`src/rtl/sntc_ldpc_cword_serializer.sv`:
```
// Holds one syndrome-checked LDPC codeword and streams it as OW-bit beats over valid/ready.
// Codewords failing the syndrome check are dropped and counted, saturating at 16'hFFFF.
module sntc_ldpc_cword_serializer #(
    parameter int NN = 208,
    parameter int MM = 168,
    parameter int OW = 16,
    localparam int BEATS = (NN + OW - 1) / OW,
    localparam int BW = $clog2(BEATS),
    localparam int LW = $clog2(NN + 1)
) (
    input  logic          clk,
    input  logic          clr,
    input  logic [NN-1:0] cw_in,
    input  logic          cw_in_valid,
    input  logic          cw_in_chk,
    output logic          cw_in_ready,
    output logic [OW-1:0] out_data,
    output logic          out_valid,
    input  logic          out_ready,
    output logic          out_last,
    output logic [BW-1:0] out_idx,
    output logic [15:0]   drop_cnt,
    output logic [LW-1:0] msg_len
);

    // Hold register is widened to a whole number of beats so the tail beat zero-pads.
    localparam int PW = BEATS * OW;

    typedef enum logic {IDLE, SEND} state_t;

    state_t          state_q, state_d;
    logic [PW-1:0]   hold_q, hold_d;
    logic [BW-1:0]   idx_q, idx_d;
    logic [15:0]     drop_q, drop_d;

    logic beat_hs;
    logic last_hs;
    logic accept;

    assign out_valid   = (state_q == SEND);
    assign out_last    = (state_q == SEND) && (idx_q == BW'(BEATS - 1));
    assign out_idx     = idx_q;
    assign out_data    = hold_q[idx_q*OW +: OW];
    assign drop_cnt    = drop_q;
    assign msg_len     = LW'(NN - MM);

    assign beat_hs     = out_valid & out_ready;
    assign last_hs     = beat_hs & out_last;
    assign cw_in_ready = (state_q == IDLE) | last_hs;
    assign accept      = cw_in_valid & cw_in_ready;

    always_comb begin
        state_d = state_q;
        hold_d  = hold_q;
        idx_d   = idx_q;
        drop_d  = drop_q;

        if (beat_hs && !out_last) begin
            idx_d = idx_q + BW'(1);
        end
        if (last_hs) begin
            state_d = IDLE;
        end

        // A passing codeword taken on the last beat overrides the drop to IDLE.
        if (accept) begin
            if (cw_in_chk) begin
                hold_d  = PW'(cw_in);
                idx_d   = '0;
                state_d = SEND;
            end else if (drop_q != 16'hFFFF) begin
                drop_d = drop_q + 16'd1;
            end
        end
    end

    always_ff @(posedge clk) begin
        if (clr) begin
            state_q <= IDLE;
            hold_q  <= '0;
            idx_q   <= '0;
            drop_q  <= '0;
        end else begin
            state_q <= state_d;
            hold_q  <= hold_d;
            idx_q   <= idx_d;
            drop_q  <= drop_d;
        end
    end

endmodule

```
`config.mk`:
```
export PLATFORM = sky130hd
export DESIGN_NAME = sntc_ldpc_cword_serializer
export DESIGN_NICKNAME = d
export VERILOG_FILES = /design/src/rtl/sntc_ldpc_cword_serializer.sv
export SDC_FILE = /design/constraint.sdc
export NUM_CORES = 1
export LEC_CHECK = 0
export BUFFER_PORTS_ARGS = -buffer_cell sky130_fd_sc_hd__buf_4
export CORE_ASPECT_RATIO = 0.7
export CORE_MARGIN = 3
export CORE_UTILIZATION = 57
export DETAILED_ROUTE_END_ITERATION = 16
export PLACE_DENSITY = 0.85
export SLEW_MARGIN = 20
export SYNTH_ARGS = -nofsm -noshare
export SYNTH_HDL_FRONTEND = slang
export SYNTH_SLANG_ARGS = --single-unit
```
`constraint.sdc`:
```
create_clock -name clk -period 5.4 [get_ports clk]
set_input_delay 1.08 -clock clk [delete_from_list [all_inputs] [get_ports clk]]
set_output_delay 1.08 -clock clk [all_outputs]
set_load 0.005 [all_outputs]
```
---- Word-level counts from Yosys, hierarchy flattened ----
Index checks and enable logic that the tools add are counted.
W data, S select, Z words.
cells by class
  add/subtract/negate cells ............... 2
  equal/unequal tests ..................... 2
  shift operators ......................... 1
  mux-type cells .......................... 6
  bitwise operators ....................... 6
  reduce and logical (&&, ||, !) cells .... 5
operators by type and width
  cell                     count
  $shiftx A208 B9 Y16      1
  $add A16 B1 Y16 const B  1
  $ne A16 B16 Y1 const B   1
  $mux W4                  3
  $add A4 B1 Y4 const B    1
  $eq A4 B4 Y1 const B     1
  $and A1 B1 Y1            3
  $mux W1                  3
  $reduce_and A3 Y1        1
  $logic_and A1 B1 Y1      2
  $not A1 Y1               2
  $reduce_and A2 Y1        1
  $logic_not A1 Y1         1
  $or A1 B1 Y1             1
storage, ports and cells
  bits in registers ....................... 229
  input bits .............................. 213
  logic and storage cells ................. 26

---- Depth between registers and ports, before layout ----
  word-level depth ........................ 7
  mapped depth ............................ 13
  depth with buffers taken out ............ 7

---- Least setup slack after synthesis ----
Ideal clock, no wire load.
  path type ............................... register to output
  from .................................... register idx_q[0] (netlist: out_idx[0])
  to ...................................... output out_data[0]
  data arrival time ....................... 1646 ps
  data required time ...................... 4320 ps
  slack ................................... 2674 ps
  cell stages (with the launch flop) ...... 6
  path buffers ............................ 2
  path through ............................ dfxtp_1 -> buf_2 -> buf_2 -> mux4_2 -> a221oi_1 -> a31oi_1
between the ends
  word-level cells in the longest chain between the ends .. 1
ends and longest elaborated chain
  item                    RTL line  source
  from (decl)             33        logic [BW-1:0] idx_q, idx_d;
  from (signal assigned)  86        idx_q <= idx_d;
  $shiftx A208 B9 Y16     43        assign out_data = hold_q[idx_q*OW +: OW];
  to (decl)               17        output logic [OW-1:0] out_data,
Every way passes these cells.

---- Worst setup path after layout ----
  from .................................... register idx_q[1] (netlist: out_idx[1])
  to ...................................... output cw_in_ready
between the ends
  word-level cells in the longest chain between the ends .. 4
ends and longest elaborated chain
  item                 RTL line  source
  $eq A4 B4 Y1         41        assign out_last = (state_q == SEND) && (idx_q == BW'(BEATS - 1));
  $logic_and A1 B1 Y1  41
  $and A1 B1 Y1        48        assign last_hs = beat_hs & out_last;
  $or A1 B1 Y1         49        assign cw_in_ready = (state_q == IDLE) | last_hs;
  to (decl)            16        output logic cw_in_ready,
Every way passes these cells.

==> load_flow_metrics.sql <==
INSERT INTO impl_metrics (metric_group, metric, value, unit) VALUES
('cells_and_area', 'post_route_cells_drive_above_1_share', '26.2', '%'),
('pwr', 'switching_share', '23.2', '%'),
('pwr', 'combinational_power_share', '10.5', '%'),
('clock_network', 'clk_pin_slew_worst_paths', '0.06', 'ns'),
('die', 'floorplan.rows', '39', ''),
('global_routing', 'overflow', '0', ''),
('die', 'die-width', '163', 'um'),
('critical_path', 'critPathRequiredTime', '4.32', 'ns'),
('synth', 'yosysWarningCount', '0', ''),
('die', 'core_area', '16600', 'sq um'),
('synth', 'post_synth_xor_area_fraction', '1.16', '%'),
('synth', 'distinct_cell_type_count_after_synthesis', '42', ''),
('clock_network', 'clk_latency', '0.50', 'ns'),
('cells_and_area', 'total_area_of_multi_input_combinational_cells', '4710', 'sq um'),
('cells_and_area', 'seqCellArea', '4590', 'sq um'),
('run_status', 'status', 'complete, no violations', ''),
('cells_and_area', 'n_diodes', '0', ''),
('clock_network', 'max-clock-path-buffers', '3', ''),
('clock_network', 'cts_hold_repair.buffers', '0', ''),
('pwr', 'power.ir.vdd_worst', '0.207', 'mV'),
('flow_run', 'cap_violations', '0', ''),
('global_routing', 'first_pass_grt_wire_length', '44.3', 'mm'),
('synth', 'yosys.area_share.simple', '20.1', '%'),
('timing', 'slew_headroom', '33.9', '%'),
('clock_network', 'root_buffer', 'clkbuf_16', ''),
('synth', 'main_combinational_cell_family_by_area_after_synthesis', 'simple AND/OR/NAND/NOR gates', ''),
('synth', 'synth_fa_ha_area_share', '0.382', '%'),
('timing', 'holdWs', '0.453', 'ns'),
('detailed_routing', 'routed_wirelength', '28.9', 'mm'),
('critical_path', 'reg2reg_slack', '1.63', 'ns'),
('die', 'die_height', '116', 'um'),
('critical_path', 'rr_endpoint', 'hold_q[40]$_SDFFE_PP0P_', ''),
('critical_path', 'worstSetupStartpointType', 'register', ''),
('detailed_routing', 'remaining_routing_drc_violations', '0', ''),
('worst_hold_path', 'hold_class', 'register to register', ''),
('clock_network', 'num_cts_buffers', '22', ''),
('die', 'boundaryPins', '260', ''),
('clock_network', 'post_cts_buffers', '0', ''),
('die', 'floorplan.die_area', '18900', 'sq um'),
('timing', 'setup_ws', '1.24', 'ns'),
('global_routing', 'antenna_found_initial', '0', ''),
('cells_and_area', 'layout.core_utilization', '74.5', '%'),
('detailed_routing', 'detail_route.vias_per_cell', '5.70', ''),
('place', 'gp_congestion', '0.891', ''),
('place', 'place.port_buffers', '251', ''),
('pwr', 'cellInternalPower', '2.95', 'mW'),
('timing', 'maxSlewViolCount', '0', ''),
('place', 'hpwl', '19.8', 'mm'),
('timing', 'grt_setup_unrepaired', 'false', ''),
('synth', 'synth.mux.area_fraction', '11.4', '%'),
('synth', 'asyncSetResetFlopFracSynth', '0', '%'),
('clock_network', 'clock_sinks', '229', ''),
('clock_network', 'cts.htree.levels', '1', ''),
('detailed_routing', 'detail_route.wl_per_cell', '18.1', 'um'),
('synth', 'synthesis.area_per_instance', '8.42', 'sq um'),
('timing', 'fmax', '0.240', 'GHz'),
('cells_and_area', 'final.fill_count', '1257', ''),
('pwr', 'clockPowerShare', '42.4', '%'),
('cells_and_area', 'flow.area_growth_from_synthesis', '25.7', '%'),
('synth', 'ys_seq_elements', '229', ''),
('synth', 'compound_gate_fraction_of_synth_area', '14.5', '%'),
('clock_network', 'post_cts_resize_count', '0', ''),
('synth', 'edff_count_synth', '0', ''),
('detailed_routing', 'drt.antenna.violating_nets', '0', ''),
('pwr', 'seq_power_share', '47.1', '%'),
('clock_network', 'cts_tree', 'done', ''),
('timing', 'setup-tns-final', '0', 'ns'),
('timing', 'period_share', '77.1', '%'),
('timing', 'setup-violations-final', '0', ''),
('critical_path', 'largest_driver_fanout_on_the_critical_path', '38', ''),
('synth', 'ys_seq_area_share', '46.6', '%');
per-layer routing:
metal	routed length (um)	GRT usage, %	part of all wire (%)	vias up
met5	0	0	0	-
met4	764	7.49	2.6	0
met3	3460	9.54	12	51
met2	12700	46.0	44	475
li1	-	-	-	4302
met1	12000	41.1	41	4256
critical path: stages, from the launching register on:
cell and delay [ns]:
dfxtp_2 0.90, clkinv_1 0.73, ha_1 0.47, nand4_1 0.15, nand2_1 0.16, buf_4 0.18
power groups by stage:
stage,clock [mW],combinational (mW),sequential [mW]
2_1_floorplan,0,0.226,1.83
4_1_cts,1.64,0.393,1.81
6_report,1.63,0.404,1.81
5_1_grt,1.72,0.442,1.82
3_5_place_dp,0,0.390,1.85
3_3_place_gp,0,0.384,1.85
final cells by class:
class / instances / area share (%)
tap: 225 / 2.28
clock buffer: 31 / 5.31
clock inverter: 7 / 0.891
inverter: 7 / 0.213
timing repair buffer: 259 / 16.0
sequential: 229 / 37.2
multi-input combinational: 835 / 38.1
state kept, by name (all words and copies together) (netlist names):
name and cells:
drop_cnt 16, hold_q 208, out_idx 4, out_valid 1
cells by family after synthesis:
logic type | Yosys count
AND/OR/NAND/NOR | 503
AO/OA/AOI/OAI | 257
flip-flops | 229
buffers and inverters | 109
multiplexers | 51
XOR/XNOR | 13
adder cells (fa/ha/maj) | 3
other | 2
cells in the mapped netlist (2+ instances only):
master,count,area [sq um]
clkinv_1,3,11.3
nor3_2,2,20.0
dfxtp_1,229,4580
nand4_1,6,37.5
a21oi_1,213,1070
buf_2,28,140
xnor2_1,5,43.8
a221oi_1,16,140
mux2i_1,2,20.0
nor2_1,15,56.3
nor3_1,5,25.0
o21ai_1,2,10.0
clkbuf_1,42,158
inv_1,4,15.0
a31oi_1,17,106
conb_1,2,7.51
xor2_1,8,70.1
o211ai_2,2,25.0
nand2_1,455,1710
mux4_2,48,1080
and3_1,2,12.5
ha_1,3,37.5
nand3_1,7,35.0
or3_1,4,25.0
buf_4,30,225
how the worst min path moves through the flow:
stage / start / to / slack (ns) / cells after the start
after floorplan: hold_q[100]$_SDFFE_PP0P_ / hold_q[100]$_SDFFE_PP0P_ / 0.43 / 2
after global placement: hold_q[167]$_SDFFE_PP0P_ / hold_q[167]$_SDFFE_PP0P_ / 0.44 / 2
after detailed placement: hold_q[65]$_SDFFE_PP0P_ / hold_q[65]$_SDFFE_PP0P_ / 0.45 / 2
after CTS: hold_q[65]$_SDFFE_PP0P_ / hold_q[65]$_SDFFE_PP0P_ / 0.45 / 2
after global routing: hold_q[43]$_SDFFE_PP0P_ / hold_q[43]$_SDFFE_PP0P_ / 0.47 / 2
final: hold_q[8]$_SDFFE_PP0P_ / hold_q[8]$_SDFFE_PP0P_ / 0.45 / 2
through the flow:
step / cells / power [mW] / instance area (sq um)
2_1_floorplan: 1173 / 2.05 / 9850
3_3_place_gp: 1554 / 2.23 / 11600
3_5_place_dp: 1554 / 2.24 / 11600
4_1_cts: 1592 / 3.85 / 12300
5_1_grt: 1593 / 3.97 / 12400
6_report: 1593 / 3.84 / 12400
cell usage in the layout, fill, tap and decap left out, types with 2 or more instances in the layout:
| master | instances |
|---|---|
| nand2_1 | 455 |
| buf_4 | 256 |
| dfxtp_1 | 226 |
| a21oi_1 | 213 |
| mux4_2 | 48 |
| clkbuf_16 | 23 |
| a31oi_1 | 17 |
| a221oi_1 | 16 |
| nor2_1 | 15 |
| xor2_1 | 8 |
| conb_1 | 8 |
| nand3_1 | 6 |
| nand4_1 | 6 |
| xnor2_1 | 5 |
| nor3_1 | 5 |
| clkbuf_8 | 5 |
| or3_1 | 4 |
| inv_1 | 4 |
| clkinv_2 | 4 |
| clkinv_1 | 3 |
| ha_1 | 3 |
| clkbuf_1 | 3 |
| bufinv_16 | 3 |
| mux2i_1 | 2 |
| nor3_2 | 2 |
| o211ai_2 | 2 |
| o21ai_1 | 2 |
| dfxtp_2 | 2 |
Note: power is estimated with default switching activity, not from simulation.
